`src/rtl/detector_sequencer_pkg.sv`:
```
// rtl/detector_sequencer_pkg.sv - shared state encoding and index helper for the detector sequencer
package detector_sequencer_pkg;

  typedef enum logic [4:0] {
    ST_ARB   = 5'b00001,
    ST_RST   = 5'b00010,
    ST_PRIME = 5'b00100,
    ST_SHIFT = 5'b01000,
    ST_DONE  = 5'b10000
  } seq_state_t;

  // (a + b) mod n for a, b already in [0, n)
  function automatic int wrap_add(input int a, input int b, input int n);
    int s;
    s = a + b;
    if (s >= n) s = s - n;
    return s;
  endfunction

endpackage

```
`src/rtl/detector_sequencer_arbiter.sv`:
```
// rtl/detector_sequencer_arbiter.sv - round-robin arbiter, first request at or above the pointer wins
module rr_arbiter
  import detector_sequencer_pkg::*;
#(
  parameter int N_REQ = 2,
  parameter int ID_W  = (N_REQ > 1) ? $clog2(N_REQ) : 1
) (
  input  logic [N_REQ-1:0] i_req,
  input  logic [ID_W-1:0]  i_ptr,
  output logic [N_REQ-1:0] o_grant,
  output logic [ID_W-1:0]  o_idx,
  output logic             o_valid
);

  logic [ID_W-1:0] w_cand;

  // Scan from farthest to nearest so the nearest requester is the last writer.
  always_comb begin
    o_valid = 1'b0;
    o_idx   = '0;
    w_cand  = '0;
    for (int k = N_REQ - 1; k >= 0; k--) begin
      w_cand = ID_W'(wrap_add(int'(i_ptr), k, N_REQ));
      if (i_req[w_cand]) begin
        o_valid = 1'b1;
        o_idx   = w_cand;
      end
    end
  end

  assign o_grant = o_valid ? (N_REQ'(1) << o_idx) : '0;

endmodule

```
`src/rtl/detector_sequencer.sv`:
```
// rtl/detector_sequencer.sv - time-shares one pair-of-ones detector between requesters
module detector_sequencer
  import detector_sequencer_pkg::*;
#(
  parameter int N_REQ = 2,
  parameter int W     = 8,
  parameter int CNT_W = $clog2(W + 1),
  parameter int ID_W  = (N_REQ > 1) ? $clog2(N_REQ) : 1
) (
  input  logic               clk,
  input  logic               rst,
  input  logic [N_REQ-1:0]   req_valid,
  input  logic [N_REQ*W-1:0] req_data,
  output logic [N_REQ-1:0]   req_ready,
  output logic               det_rst,
  output logic               det_din,
  input  logic               det_dout,
  output logic               rsp_valid,
  input  logic               rsp_ready,
  output logic [ID_W-1:0]    rsp_id,
  output logic [CNT_W-1:0]   rsp_count,
  output logic               rsp_mismatch,
  output logic               busy
);

  seq_state_t       r_state;
  logic [ID_W-1:0]  r_ptr;
  logic [ID_W-1:0]  r_id;
  logic [W-1:0]     r_word;
  logic [W-1:0]     r_shift;
  logic [CNT_W-1:0] r_idx;
  logic [CNT_W-1:0] r_count;

  logic [N_REQ-1:0] w_grant;
  logic [ID_W-1:0]  w_gidx;
  logic             w_gvalid;
  logic [W-1:0]     w_sel_word;
  logic [CNT_W-1:0] w_pop;
  logic [CNT_W-1:0] w_expected;

  rr_arbiter #(
    .N_REQ (N_REQ),
    .ID_W  (ID_W)
  ) u_arb (
    .i_req   (req_valid),
    .i_ptr   (r_ptr),
    .o_grant (w_grant),
    .o_idx   (w_gidx),
    .o_valid (w_gvalid)
  );

  always_comb begin
    w_sel_word = '0;
    for (int i = 0; i < N_REQ; i++) begin
      if (i == int'(w_gidx)) w_sel_word = req_data[i*W +: W];
    end
  end

  // Reference count comes from the latched word, not the live request bus.
  always_comb begin
    w_pop = '0;
    for (int i = 0; i < W; i++) begin
      w_pop = w_pop + CNT_W'(r_word[i]);
    end
    w_expected = w_pop >> 1;
  end

  always_ff @(posedge clk) begin
    if (rst) begin
      r_state <= ST_ARB;
      r_ptr   <= '0;
      r_id    <= '0;
      r_word  <= '0;
      r_shift <= '0;
      r_idx   <= '0;
      r_count <= '0;
    end else begin
      case (r_state)
        ST_ARB: begin
          if (w_gvalid) begin
            r_word  <= w_sel_word;
            r_shift <= w_sel_word;
            r_id    <= w_gidx;
            r_ptr   <= ID_W'(wrap_add(int'(w_gidx), 1, N_REQ));
            r_state <= ST_RST;
          end
        end
        ST_RST: begin
          r_count <= '0;
          r_idx   <= '0;
          r_state <= ST_PRIME;
        end
        ST_PRIME: begin
          r_state <= ST_SHIFT;
        end
        ST_SHIFT: begin
          r_count <= r_count + CNT_W'(det_dout);
          r_shift <= {r_shift[W-2:0], 1'b0};
          if (r_idx == CNT_W'(W - 1)) begin
            r_state <= ST_DONE;
          end else begin
            r_idx <= r_idx + 1'b1;
          end
        end
        ST_DONE: begin
          if (rsp_ready) r_state <= ST_ARB;
        end
        default: begin
          r_state <= ST_ARB;
        end
      endcase
    end
  end

  assign req_ready    = (!rst && r_state == ST_ARB) ? w_grant : '0;
  assign det_rst      = rst | (r_state == ST_RST);
  assign det_din      = !rst && (r_state == ST_SHIFT) && r_shift[W-1];
  assign rsp_valid    = !rst && (r_state == ST_DONE);
  assign rsp_id       = rsp_valid ? r_id : '0;
  assign rsp_count    = rsp_valid ? r_count : '0;
  assign rsp_mismatch = rsp_valid && (w_expected != r_count);
  assign busy         = !rst && (r_state != ST_ARB);

endmodule

```
`config.mk`:
```
export PLATFORM = sky130hd
export DESIGN_NAME = detector_sequencer
export DESIGN_NICKNAME = d
export VERILOG_FILES = /design/src/rtl/detector_sequencer_pkg.sv /design/src/rtl/detector_sequencer_arbiter.sv /design/src/rtl/detector_sequencer.sv
export SDC_FILE = /design/constraint.sdc
export NUM_CORES = 1
export LEC_CHECK = 0
export ABC_AREA = 0
export CORE_MARGIN = 2
export CORE_UTILIZATION = 46
export DETAILED_ROUTE_END_ITERATION = 6
export PLACE_DENSITY = 0.73
export SYNTH_ARGS = -nofsm -noshare
export SYNTH_HDL_FRONTEND = slang
export SYNTH_SLANG_ARGS = --single-unit
```
`constraint.sdc`:
```
create_clock -name clk -period 3.2 [get_ports clk]
set_input_delay 0.32 -clock clk [delete_from_list [all_inputs] [get_ports clk]]
set_output_delay 0.32 -clock clk [all_outputs]
set_load 0.01 [all_outputs]
```
## Word-level counts from Yosys, hierarchy flattened

Cells that the tools add are included.

| word-level totals | value |
|---|---|
| register bits after elaboration | 31 |
| logic and storage cells | 78 |
| output and inout port bits | 12 |

| operators by class | value |
|---|---|
| add/subtract/negate cells | 14 |
| shift operators | 1 |
| eq/ne operators | 12 |
| order comparisons | 5 |
| multiplexer cells | 25 |
| reductions and logical operators | 13 |
| bitwise gates (word level) | 1 |

Operators by type and width:

| kind | number |
|---|---|
| $pmux 5 s5 | 1 |
| $add 4x1->4 | 5 |
| $mux 8 | 2 |
| $pmux 4 s2 | 2 |
| $pmux 8 s2 | 1 |
| $mux 5 | 3 |
| $mux 1 | 12 |
| $mux 4 | 2 |
| $logic_and 1x1->1 | 6 |
| $ne 2x2->1 const B | 3 |
| $reduce_and 2->1 | 3 |
| $eq 5x1->1 const B | 1 |
| $eq 5x2->1 const B | 1 |
| $eq 5x3->1 const B | 1 |
| $eq 5x4->1 const B | 1 |
| $eq 5x5->1 const B | 1 |
| $ne 5x1->1 const B | 1 |
| $add 1x1->2 const B | 2 |
| $add 3x1->4 | 1 |
| $add 4x1->4 const B | 1 |
| $eq 4x3->1 const B | 1 |
| $ge 2x2->1 const B | 2 |
| $lt 1x2->1 const B | 2 |
| $mux 2 | 2 |
| 11 further kinds | 14 |

## Depth between registers and ports, before layout

| depth | value |
|---|---|
| depth after elaboration | 10 |
| depth in mapped cells | 10 |

## Modules after synthesis

A second synthesis with hierarchy kept.

| second synthesis, totals | value |
|---|---|
| cell total of the unflattened synthesis | 202 |
| area, all modules | 1730.4 sq um |

Modules (own cells, without submodules):

| module | cells each | times used | area each (sq um) | seq. area each (sq um) |
|---|---|---|---|---|
| detector_sequencer | 197 | 1 | 1697.9 | 620.6 |
| rr_arbiter | 5 | 1 | 32.5 | 0.0 |

## Least setup slack after synthesis

OpenSTA, ideal clock, no wires.

| timing path | value |
|---|---|
| path kind | reg2out |
| from | register r_word[0] |
| to | output rsp_mismatch |
| stages on the path, launching flop included | 10 |
| setup slack | -0.015 ns |
| arrival time | 2.895 ns |
| cells stage by stage | dfxtp_1 inv_1 fa_1 fa_1 fa_1 nand2b_1 fa_1 xor2_1 xnor2_1 o41a_1 |

| between the ends | value |
|---|---|
| cells in the longest elaborated chain, start to end | 9 |

Ends and longest elaborated chain:

| what | line | text |
|---|---|---|
| from (decl) | detector_sequencer.sv:29 | `logic [W-1:0] r_word;` |
| from (signal assigned) | detector_sequencer.sv:81 | `r_word <= w_sel_word;` |
| $add 1x1->2 | detector_sequencer.sv:63 | `w_pop = w_pop + CNT_W'(r_word[i]);` |
| $add 2x1->3 | detector_sequencer.sv:63 |  |
| $add 3x1->4 | detector_sequencer.sv:63 |  |
| $add 4x1->4 (4 in a row) | detector_sequencer.sv:63 |  |
| $ne 3x4->1 | detector_sequencer.sv:121 | `assign rsp_mismatch = rsp_valid && (w_expected != r_count);` |
| $logic_and 1x1->1 | detector_sequencer.sv:121 |  |
| to (decl) | detector_sequencer.sv:22 | `output logic rsp_mismatch,` |

Every way passes these cells.

## Final worst setup path

| timing path | value |
|---|---|
| from | register r_word[3] |
| to | output rsp_mismatch |

| between the ends | value |
|---|---|
| cells in the longest elaborated chain, start to end | 7 |

Ends and longest elaborated chain:

| what | line |
|---|---|
| $add 3x1->4 | detector_sequencer.sv:63 |
| $add 4x1->4 (4 in a row) | detector_sequencer.sv:63 |
| $ne 3x4->1 | detector_sequencer.sv:121 |
| $logic_and 1x1->1 | detector_sequencer.sv:121 |

Every way passes these cells.

==> results.py <==
metrics = {
    "yosys": {
        "synthAdderAreaFrac_pct": 8.42,
        "synth_edf_count": 0,
        "synth_flop_cell": "dfxtp_1",
        "postSynth.asyncResetShare_pct": 0,
        "ys_types": 36,
        "synth_top_area_share_pct": 36.6,
        "yosysSeqAreaShare_pct": 36.6,
        "synthXorXnorAreaFrac_pct": 3.62,
        "syn_nets": 223,
        "synth_simple_gate_area_share_pct": 30.3,
        "synth_warnings": 0,
        "yosys.area.top_type": "dfxtp_1",
        "synth_top_family_by_area": "simple AND/OR/NAND/NOR gates",
        "ys_top_cells_by_count": "dfxtp_1, nor2_1, a211oi_1, nand3_1, inv_1",
        "syn_avg_cell_area_um2": 8.82,
        "synth.mux.area_fraction_pct": 0,
        "netlist_top_cells_area": "dfxtp_1, a211oi_1, fa_1, and3_1, nand3b_1",
        "synth_area_um2": 1690,
        "synth-seq-cells": 31,
        "synth-compound-area-share_pct": 15.4,
        "synth_cells": 192,
        "yosysMostFrequentCell": "dfxtp_1",
    },
    "sta": {
        "slew_headroom_pct": 70.8,
        "fin_skew_ns": 0.00195,
        "fmax_mhz": 276,
        "period_share_pct": 113,
        "rsz0062_at_grt": "true",
        "timing.hold.ws_ns": 0.464,
        "finalCriticalPeriod_ns": 3.62,
        "finalSetupTns_ns": -0.419,
        "worst_slew_pin_slew_ns": 0.436,
        "setup_slack_ns": -0.419,
        "finalHoldViolCount": 0,
        "drv_slew": 0,
        "setup_viol": 1,
    },
    "global_routing": {
        "track_usage_pct": 19.5,
        "grt_pass1_wl_um": 6400,
        "grt_pass1_vias": 1419,
        "grt_max_degree": 33,
        "antenna_found_initial": 0,
        "overflow": 0,
    },
    "clock_tree": {
        "cts_tree": "yes",
        "cts.path.max_buffers": 2,
        "cts_made_buffers": 5,
        "path_clk_slew_ns": 0.06,
        "cts_sinks": 31,
        "h-tree-depth": 2,
        "cts_root_buf": "clkbuf_8",
        "insertion_delay_ns": 0.28,
    },
    "setup_path": {
        "slowest_delay_ns": 0.54,
        "crit_required_ns": 2.88,
        "path_cells": "inv_2, fa_1, fa_1, fa_1, nand2b_4, fa_2, xnor2_1, o41a_1, buf_2",
        "r2r_cells": 5,
        "critPathKind": "register to output pin",
        "setup.worst_path.start_class": "register",
        "critPathSlowestCell": "fa_1",
        "cp_common_cell": "fa_1",
        "worstPathMaxFanout": 2,
        "endpoint_kind": "output pin",
        "critPathArrivalTime_ns": 3.30,
    },
    "final_layout": {
        "final_design_area_no_fill_um2": 2170,
        "area_delta_synth_final_pct": 28.3,
        "layout.nets": 261,
        "fillers": 345,
        "antennaDiodeCount": 0,
        "seqCellArea_um2": 622,
        "drive_gt1_share_pct": 10.0,
        "multi_input_area_um2": 988,
    },
    "detailed_routing": {
        "drt_iter0_drc": 92,
        "post_drt_via_cell_ratio": 5.42,
        "routed_wl_um": 3740,
        "firstDrtPassIters": 4,
        "final_antenna_net_count": 0,
        "wl_per_cell_um": 13.5,
        "drc": 0,
        "vias": 1501,
    },
    "pwr": {
        "ir_drop_v": 0.000233,
        "power_mw": 1.06,
        "powerDensity_nw_per_um2": 489,
        "p_leak_nw": 0.858,
    },
    "placement": {
        "gp_congestion": 0.847,
        "hpwl_um": 2790,
        "dpl_cell_area_um2": 2090,
        "port_buffers": 33,
    },
    "worst_hold_path": {
        "holdPathStages": 2,
        "hold_class": "register to register",
    },
    "floorplan": {
        "num_rows": 22,
        "die_y_um": 64.7,
        "core-area_um2": 3610,
        "initial_core_util_pct": 47.0,
        "dieArea_um2": 4180,
        "chipWidth_um": 64.7,
        "ioPinCount": 34,
    },
    "run_status": {
        "failed_checks": "negative setup slack",
        "outcome": "finished, violations left",
    },
    "flow_run": {
        "cap_violations": 0,
    },
}
## kinds of logic (layout without fill, tap and decap cells)
family                     after synthesis  in the layout
xor gates and xnor gates                 7              7
DFF                                     31             31
and+or+nand+nor                         85             85
buffers and inverters                   22             59
adders and majority gates                9              9
AOI/OAI and AO/OA                       38             38
## final timing paths
kind	startpoint	endpoint	slack, ns
worst max-delay path	r_word[3]	rsp_mismatch	-0.42
worst min-delay path	r_word[0]	r_word[0]	0.46
worst max register to register	r_state[1]	r_shift[7]	1.44
worst min register to register	r_word[0]	r_word[0]	0.46
## repair_timing
action | 4_1_cts | 5_1_grt
pin swaps | 3 | 2
gates resized for setup | 9 | 0
endpoints found under the setup margin | 1 | 1
setup buffers | 1 | 0
hold buffers | 0 | 0
## layer usage
layer | GRT usage (%) | share of wire [%] | wire length, um | up-vias
met4 | 3.99 | 0 | 0 | 0
met5 | 0 | 0 | 0 | -
li1 | - | - | - | 754
met3 | 6.60 | 5.5 | 207 | 0
met1 | 25.0 | 47 | 1750 | 697
met2 | 32.2 | 48 | 1780 | 50
## area by class of cell
cell class	count	share of cell area (%)
Inverter	12	2.07
Timing Repair Buffer	41	17.7
Sequential cell	31	28.6
Multi-Input combinational cell	139	45.5
Tap cell	48	2.76
Clock buffer	6	3.34
## through the flow
stage                     utilization, %  setup slack, ns  instances
final                               60.3           -0.419        277
after global routing                60.3           -0.511        277
after CTS                           60.3           -0.473        277
after detailed placement            57.9           -0.553        270
after global placement              57.9           -0.468        270
after floorplan                        -          -0.0150        192
## power by group
part / switching, mW / total, mW / internal, mW
clock: 0.128 / 0.272 / 0.144
sequential: 0.0263 / 0.453 / 0.427
combinational: 0.161 / 0.337 / 0.176
total: 0.315 / 1.06 / 0.748
## state kept, by name (all words and copies together), names as in the netlist
signal and cells:
r_count 4, r_id 1, r_idx 4, r_ptr 1
r_shift 8, r_state 5, r_word 8
## critical path, delay by kind of cell (launching register included)
kind	cells	cell delay, ns
compound gates	1	0.35
xor+xnor	1	0.13
buf+inv	2	0.18
fa+ha+maj	4	1.91
flops	1	0.32
simple gates	1	0.13
## cell usage in the layout (no fill, tap or decap), types with 4 or more instances in the layout
cell type	instances
a21oi_1	9
o31ai_1	7
inv_1	11
nor2_1	17
ha_1	5
and2_1	8
and3_1	11
dfxtp_1	30
xor2_1	4
nand3b_1	9
buf_4	8
a211oi_1	13
nand3_1	13
clkbuf_8	5
clkdlybuf4s50_1	32
nand2_1	5
No activity file was read; power rests on OpenSTA's default activity.
